===== config.mk =====
export PLATFORM = sky130hd
export DESIGN_NAME = clock_adjust
export DESIGN_NICKNAME = d
export VERILOG_FILES = /design/src/rtl/clock_adjust.sv
export SDC_FILE = /design/constraint.sdc
export NUM_CORES = 1
export LEC_CHECK = 0
export BUFFER_PORTS_ARGS = -buffer_cell sky130_fd_sc_hd__clkbuf_2
export CAP_MARGIN = 20
export CORE_AREA = 2 2 107 109
export DETAILED_ROUTE_END_ITERATION = 6
export DIE_AREA = 0 0 109 111
export PLACE_DENSITY = 0.8
export RECOVER_POWER = 25
export SLEW_MARGIN = 40
export SYNTH_ARGS = -nofsm -noshare
export SYNTH_HDL_FRONTEND = slang
export SYNTH_SLANG_ARGS = --single-unit

===== constraint.sdc =====
create_clock -name CP -period 10.95 [get_ports CP]
set_input_delay 1.6425 -clock CP [delete_from_list [all_inputs] [get_ports CP]]
set_output_delay 1.6425 -clock CP [all_outputs]
set_load 0.005 [all_outputs]

===== src/rtl/clock_adjust.sv =====
// Preset controller for a BCD time-of-day timer: debounced up/down buttons step H/M/S.
// Optional auto-repeat on held buttons is built when CLOCK_ADJUST_AUTO_REPEAT_EN is defined.
module clock_adjust #(
  parameter int unsigned DEB_CYCLES     = 200,
  parameter int unsigned TIMEOUT_CYCLES = 50000,
  parameter int unsigned RPT_DELAY      = 5000,
  parameter int unsigned RPT_PERIOD     = 2000
) (
  input  logic       CP,
  input  logic       CR,
  input  logic       HU,
  input  logic       HD,
  input  logic       MU,
  input  logic       MD,
  input  logic       SU,
  input  logic       SD,
  input  logic [7:0] Q_H,
  input  logic [7:0] Q_M,
  input  logic [7:0] Q_S,
  output logic       PE,
  output logic [7:0] D_H,
  output logic [7:0] D_M,
  output logic [7:0] D_S
);

  localparam int unsigned NB     = 6;
  localparam int unsigned DEB_W  = (DEB_CYCLES > 1) ? $clog2(DEB_CYCLES) : 1;
  localparam int unsigned IDLE_W = (TIMEOUT_CYCLES > 1) ? $clog2(TIMEOUT_CYCLES) : 1;

  localparam logic [0:0] ST_IDLE   = 1'b0;
  localparam logic [0:0] ST_ADJUST = 1'b1;

  logic [NB-1:0] w_btn;
  logic [NB-1:0] r_sync1, r_sync2, r_deb, r_deb_q;
  logic [NB-1:0] w_press, w_rpt, w_step;

  // Bit order: 0=HU 1=HD 2=MU 3=MD 4=SU 5=SD (lowest index has priority)
  assign w_btn   = {SD, SU, MD, MU, HD, HU};
  assign w_press = r_deb & ~r_deb_q;
  assign w_step  = w_press | w_rpt;

  always_ff @(posedge CP or posedge CR) begin
    if (CR) begin
      r_sync1 <= '0;
      r_sync2 <= '0;
      r_deb_q <= '0;
    end else begin
      r_sync1 <= w_btn;
      r_sync2 <= r_sync1;
      r_deb_q <= r_deb;
    end
  end

  for (genvar g = 0; g < NB; g++) begin : g_deb
    logic [DEB_W-1:0] r_deb_cnt;
    // Accept the new level after DEB_CYCLES consecutive cycles of disagreement
    always_ff @(posedge CP or posedge CR) begin
      if (CR) begin
        r_deb[g]  <= 1'b0;
        r_deb_cnt <= '0;
      end else if (r_sync2[g] != r_deb[g]) begin
        if (r_deb_cnt == DEB_W'(DEB_CYCLES - 1)) begin
          r_deb[g]  <= r_sync2[g];
          r_deb_cnt <= '0;
        end else begin
          r_deb_cnt <= r_deb_cnt + DEB_W'(1);
        end
      end else begin
        r_deb_cnt <= '0;
      end
    end
  end

`ifdef CLOCK_ADJUST_AUTO_REPEAT_EN
  localparam int unsigned RPT_MAX = (RPT_DELAY > RPT_PERIOD) ? RPT_DELAY : RPT_PERIOD;
  localparam int unsigned RPT_W   = (RPT_MAX > 1) ? $clog2(RPT_MAX) : 1;

  for (genvar g = 0; g < NB; g++) begin : g_rpt
    logic [RPT_W-1:0] r_rpt_cnt;
    logic             r_rpt_first;
    // Counting starts on the press cycle; first repeat after RPT_DELAY, then every RPT_PERIOD
    assign w_rpt[g] = r_deb[g] && r_deb_q[g] &&
                      (r_rpt_first ? (r_rpt_cnt == RPT_W'(RPT_DELAY - 1))
                                   : (r_rpt_cnt == RPT_W'(RPT_PERIOD - 1)));
    always_ff @(posedge CP or posedge CR) begin
      if (CR) begin
        r_rpt_cnt   <= '0;
        r_rpt_first <= 1'b1;
      end else if (!r_deb[g]) begin
        r_rpt_cnt   <= '0;
        r_rpt_first <= 1'b1;
      end else if (w_rpt[g]) begin
        r_rpt_cnt   <= '0;
        r_rpt_first <= 1'b0;
      end else begin
        r_rpt_cnt   <= r_rpt_cnt + RPT_W'(1);
      end
    end
  end
`else
  logic w_unused_rpt;
  assign w_unused_rpt = ^{RPT_DELAY, RPT_PERIOD};
  assign w_rpt        = '0;
`endif

  function automatic logic [7:0] bcd_inc(input logic [7:0] v, input logic [7:0] vmax);
    if (v == vmax)         return 8'h00;
    if (v[3:0] == 4'd9)    return {v[7:4] + 4'd1, 4'd0};
    return {v[7:4], v[3:0] + 4'd1};
  endfunction

  function automatic logic [7:0] bcd_dec(input logic [7:0] v, input logic [7:0] vmax);
    if (v == 8'h00)        return vmax;
    if (v[3:0] == 4'd0)    return {v[7:4] - 4'd1, 4'd9};
    return {v[7:4], v[3:0] - 4'd1};
  endfunction

  logic [0:0]        r_state, w_state_nxt;
  logic              r_pe, w_pe_nxt;
  logic [IDLE_W-1:0] r_idle_cnt, w_idle_nxt;
  logic [7:0]        r_d_h, r_d_m, r_d_s;
  logic [7:0]        w_d_h_nxt, w_d_m_nxt, w_d_s_nxt;
  logic [7:0]        w_base_h, w_base_m, w_base_s;
  logic              w_any;
  logic [2:0]        w_idx;

  always_comb begin
    w_any = 1'b1;
    w_idx = 3'd0;
    casez (w_step)
      6'b?????1: w_idx = 3'd0;
      6'b????10: w_idx = 3'd1;
      6'b???100: w_idx = 3'd2;
      6'b??1000: w_idx = 3'd3;
      6'b?10000: w_idx = 3'd4;
      6'b100000: w_idx = 3'd5;
      default:   w_any = 1'b0;
    endcase
  end

  // IDLE steps from the captured timer value, ADJUST from the current preset
  always_comb begin
    w_state_nxt = r_state;
    w_pe_nxt    = r_pe;
    w_idle_nxt  = r_idle_cnt;
    w_base_h    = (r_state == ST_IDLE) ? Q_H : r_d_h;
    w_base_m    = (r_state == ST_IDLE) ? Q_M : r_d_m;
    w_base_s    = (r_state == ST_IDLE) ? Q_S : r_d_s;
    w_d_h_nxt   = r_d_h;
    w_d_m_nxt   = r_d_m;
    w_d_s_nxt   = r_d_s;
    if (w_any) begin
      w_d_h_nxt = w_base_h;
      w_d_m_nxt = w_base_m;
      w_d_s_nxt = w_base_s;
      case (w_idx)
        3'd0:    w_d_h_nxt = bcd_inc(w_base_h, 8'h23);
        3'd1:    w_d_h_nxt = bcd_dec(w_base_h, 8'h23);
        3'd2:    w_d_m_nxt = bcd_inc(w_base_m, 8'h59);
        3'd3:    w_d_m_nxt = bcd_dec(w_base_m, 8'h59);
        3'd4:    w_d_s_nxt = bcd_inc(w_base_s, 8'h59);
        default: w_d_s_nxt = bcd_dec(w_base_s, 8'h59);
      endcase
    end
    case (r_state)
      ST_IDLE: begin
        w_pe_nxt   = 1'b0;
        w_idle_nxt = '0;
        if (w_any) begin
          w_state_nxt = ST_ADJUST;
          w_pe_nxt    = 1'b1;
        end
      end
      default: begin
        w_pe_nxt = 1'b1;
        if (w_any) begin
          w_idle_nxt = '0;
        end else if (r_idle_cnt == IDLE_W'(TIMEOUT_CYCLES - 1)) begin
          w_state_nxt = ST_IDLE;
          w_pe_nxt    = 1'b0;
          w_idle_nxt  = '0;
        end else begin
          w_idle_nxt = r_idle_cnt + IDLE_W'(1);
        end
      end
    endcase
  end

  always_ff @(posedge CP or posedge CR) begin
    if (CR) begin
      r_state    <= ST_IDLE;
      r_pe       <= 1'b0;
      r_idle_cnt <= '0;
      r_d_h      <= 8'h00;
      r_d_m      <= 8'h00;
      r_d_s      <= 8'h00;
    end else begin
      r_state    <= w_state_nxt;
      r_pe       <= w_pe_nxt;
      r_idle_cnt <= w_idle_nxt;
      r_d_h      <= w_d_h_nxt;
      r_d_m      <= w_d_m_nxt;
      r_d_s      <= w_d_s_nxt;
    end
  end

  assign PE  = r_pe;
  assign D_H = r_d_h;
  assign D_M = r_d_m;
  assign D_S = r_d_s;

endmodule

# Yosys cells after proc, flatten, opt, wreduce, memory -nomap -nowiden
# Index checks and enable logic that the tools add are counted.
# classes
add_sub_neg	19
eq_ne	28
muxes	93
bitwise	2
n_reduce_logical	16
# op_table
op	n
two-way mux 8 bit	39
adder 8 x 1 -> 8 bit, second input constant	6
equality test 8 bit, second input constant	6
two-way mux 16 bit	3
case mux 8 bit (2 select lines)	3
two-way mux 1 bit	47
adder 4 x 1 -> 4 bit, second input constant	6
zero test 8 bit	3
subtractor 4 x 1 -> 4 bit, second input constant	6
adder 16 x 1 -> 16 bit, second input constant	1
equality test 16 bit, second input constant	1
equality test 4 bit, second input constant	4
equality test 8 x 7 -> 1 bit, second input constant	2
case mux 3 bit (5 select lines)	1
zero test 4 bit	3
AND reduction 2 bit	6
equality test 8 x 6 -> 1 bit, second input constant	1
AND 6 bit	1
equality test 3 x 2 -> 1 bit, second input constant	2
equality test 3 bit, second input constant	2
equality test 6 bit, second input constant	1
inequality test 1 bit	6
NOT 6 bit	1
OR reduction 6 bit	1
other kinds (6)	6
# totals
ff_bits	113
in_bits	32
out_inout_bits	25
wordCells	178

# Longest topological paths before layout
# logic_depth
ltp_word	14
ltp_mapped	11
mapped_depth_nobuf	9

# Least setup slack after synthesis
# OpenSTA, ideal clock, no wires.
# synth_timing
path_type	input to register
startpoint	input port Q_M[0]
endpoint	register r_d_m[7] (netlist: D_M[7])
setup_ns	0.126
arrival_ns	3.372
required_time_ns	10.824
path_slack_ns	7.452
stages	9
n_path_buf	0
cell_sequence	mux2i_1 > inv_1 > ha_1 > and4b_1 > a31oi_1 > nor2_1 > nand3_1 > a21oi_1 > o32a_1
# synth_via
elab_chain_len	9
word_cells_on_any_way	26
cone_classes	eq/ne (2); mux (22); reduce/logical (2)
# synth_rtl
element	line	rtl
start, declared	18	input logic [7:0] Q_M,
two-way mux 8 bit (*)	147	w_base_m = (r_state == ST_IDLE) ? Q_M : r_d_m;
equality test 4 bit or zero test 4 bit (tied branches)	108, 114	
two-way mux 1 bit, on equally long branches (2 in series)	108, 114	
two-way mux 1 bit	156	case (w_idx)
two-way mux 1 bit	152	if (w_any) begin
two-way mux 8 bit, on equally long branches	109, 115	
two-way mux 8 bit, on equally long branches	108, 114	
case mux 8 bit (2 select lines) (*)	156	
end signal, assigned	202	r_d_m <= w_d_m_nxt;
end, declared	121	logic [7:0] r_d_h, r_d_m, r_d_s;
# Mark *: on every way between the ends. The rest lies on a longest branch, timed or not. The select of a mux whose other input is x is not followed.
# A chain may end at the register's enable or synchronous reset.

==> flow_summary.yaml <==
place:
  numPortBuffers: 56
  dpl_cell_area_sq_um: 6900
  gp_congestion: 0.927
  dp_hpwl_um: 9620
routing:
  drt_pass1_iterations: 5
  antenna_left: 0
  vias: 5261
  wire_per_inst_um: 15.6
  drcViolationCount: 0
  wl_um: 13900
  via_per_inst: 5.93
  dr.first_iter.drc_count: 396
run_status:
  status: "finished with violations"
  failed_checks: "max-capacitance violations"
layout:
  final_nets: 787
  mostFrequentLayoutCells: "dfrtp_1 (112), nor2_1 (96), clkbuf_2 (56)"
  final_common_cell: "dfrtp_1"
  area_delta_synth_final_pct: 14.4
  design_area_sq_um: 7420
  fillers: 862
  num_antenna_cells: 0
  layout-drive-gt1-share: 0.164
clock_tree:
  clk_pin_slew_ps: 50
  max-clock-path-buffers: 2
  cts-htree-levels: 4
  cts_resized: 0
  cts_root_buf: "clkbuf_16"
  cts_setup_buffers: 0
  worstSkewPairLatency_ps: 420
  cts_hold_buf: 0
  cts_num_sinks: 113
  cts_tree: "yes"
  cts_buffers: 17
yosys:
  synth_top_flop_cell: "dfrtp_1"
  synth.top_cell.area_share: 0.436
  ys_seq_area_frac: 0.436
  ys_seq_elements: 113
  synthArstFlopShare: 1.00
  syn_area_sq_um: 6490
  syn_inst: 667
  synth_area_leaders: "dfrtp_1 (44%), nor2_1 (5.6%), xor2_1 (4.7%), ha_1 (4.6%), xnor2_1 (3.5%)"
  synth_nets: 723
  synth_cell_types: 77
  yosys.area.top_type: "dfrtp_1"
  syn_avg_cell_area_sq_um: 9.72
  synth_edf_count: 0
  yosys_warnings: 0
timing:
  finalHoldViolCount: 0
  slew_violations: 0
  period_share: 0.322
  worstMarginPinSlew_ps: 1490
  fin_worst_skew_ps: 9.84
  fin_hold_ws_ps: 347
  max_freq_ghz: 0.283
  rsz0062_at_grt: "no"
  fin_setup_tns_ps: 0
  setup_violations: 0
  min_period_ps: 3530
  slew_headroom: 0.00114
floorplanning:
  ios: 57
  die_x_um: 109
  dieArea_sq_um: 12100
  die_h_um: 111
  start_util: 0.586
  num_rows: 39
  coreArea_sq_um: 11100
setup_path:
  worstPathRequired_ps: 11250
  cpLargestDelayFamily: "simple AND/OR/NAND/NOR gates"
  reg2reg_from: "PE$_DFF_PP0_"
  cp_max_fo: 32
  worst_ep_arrival_time_ps: 3830
  end_kind: "register"
  path_depth: 10
  startpoint: "PE$_DFF_PP0_"
  crit_type: "register to register"
  cpMaxStageDelayCell: "dfrtp_2"
  r2r_slack_ps: 7420
  reg2reg_depth: 10
  worst-path-buf-inv: 2
  reg2reg_to: "D_H[3]$_DFFE_PP0P_"
  cp-start-kind: "register"
  crit_path_max_incr_delay_ps: 750
  worstPathCellList: "buf_4 -> mux2_2 -> inv_1 -> ha_1 -> nor4bb_1 -> o221ai_1 -> and2_1 -> nor4b_1 -> o32ai_1 -> nand2_1"
  crit_end: "D_H[3]$_DFFE_PP0P_"
global_routing:
  grtUsageTotal: 0.247
  grt_max_degree: 79
  grt_pass1_wl_um: 23600
  grt-ovfl-total: 0
  grt_pass1_vias: 5071
  antenna_found_initial: 0
worst_hold_path:
  worst_hold_path_type: "register to register"
  hp-start: "r_sync1[0]$_DFF_PP0_"
  holdPathStages: 0
flow_run:
  timing.max_cap.violations: 1
pwr:
  power_density_nw_per_um2: 133
  leakage_nw: 3.29
  max-vdd-ir-drop_mv: 0.0953
  total_power_uw: 984
-- through the flow --
stage	setup slack (ps)	util	instances
3_5_place_dp	7080	0.623	855
3_3_place_gp	7100	0.622	855
6_report	7420	0.670	887
4_1_cts	7420	0.670	887
2_1_floorplan	6320	-	667
5_1_grt	7190	0.670	887
-- routing by layer --
| metal | global-route usage | up-vias | routed length [um] |
|---|---|---|---|
| li1 | - | 2542 | - |
| met1 | 0.339 | 2557 | 6500 |
| met2 | 0.369 | 139 | 6420 |
| met3 | 0.0752 | 23 | 698 |
| met4 | 0.0940 | 0 | 238 |
| met5 | 0 | - | 0 |
-- worst min-delay path by stage --
| stage | to | slack [ps] |
|---|---|---|
| final | r_sync2[0]$_DFF_PP0_ | 350 |
| after global placement | r_sync2[2]$_DFF_PP0_ | 330 |
| after floorplan | r_sync2[0]$_DFF_PP0_ | 330 |
| after CTS | r_sync2[0]$_DFF_PP0_ | 350 |
| after detailed placement | r_sync2[0]$_DFF_PP0_ | 340 |
| after global routing | r_sync2[0]$_DFF_PP0_ | 350 |
-- synth_stat cells (5+ instances only) --
cell type,instances
nand4_1,10
and2_1,5
clkbuf_1,7
mux2_2,14
nand3_1,39
a31oi_1,10
ha_1,24
nand2_1,36
dfrtp_1,113
inv_1,21
and3_1,19
o21ai_0,18
o211ai_1,9
nor2_1,96
a21oi_1,34
xor2_1,35
o21a_1,5
xnor2_1,26
nor4_1,6
mux2i_1,19
nor3_1,14
nand2b_1,8
nor2b_1,7
-- kinds of logic (layout without fill, tap and decap cells) --
logic type / count (synthesis) / in the layout / share of synthesized area
muxes: 36 / 36 / 0.0613
AOI/OAI and AO/OA: 124 / 124 / 0.128
DFF: 113 / 113 / 0.436
and+or+nand+nor: 275 / 275 / 0.222
buffers and inverters: 34 / 111 / 0.0237
xor gates and xnor gates: 61 / 61 / 0.0824
adders and majority gates: 24 / 24 / 0.0463
-- area by class of cell --
type                    instances  area (sq um)  area share
inverters                      21          80.1      0.0108
clock buffers                  19           433      0.0583
clock inverters                13          92.6      0.0125
repair buffers                 58           299      0.0403
flip-flops and latches        113          2830       0.381
multi-input cells             520          3510       0.473
well taps                     143           179      0.0241
-- where the power goes --
part | internal, mW | leakage, nW | total (mW) | switching [mW]
combinational | 0.0242 | 1.55 | 0.0636 | 0.0393
sequential | 0.427 | 1.49 | 0.434 | 0.00707
clock | 0.287 | 0.256 | 0.486 | 0.199
-- registers in the layout (all words and copies together) (netlist names) --
| signal | flops |
|---|---|
| r_idle_cnt | 16 |
| D_H | 8 |
| r_sync2 | 6 |
| r_sync1 | 6 |
| r_deb_q | 6 |
| D_S | 8 |
| D_M | 8 |
| r_deb | 6 |
| g_deb.r_deb_cnt | 48 |
| PE | 1 |
Power figures use the tool's default switching activity.
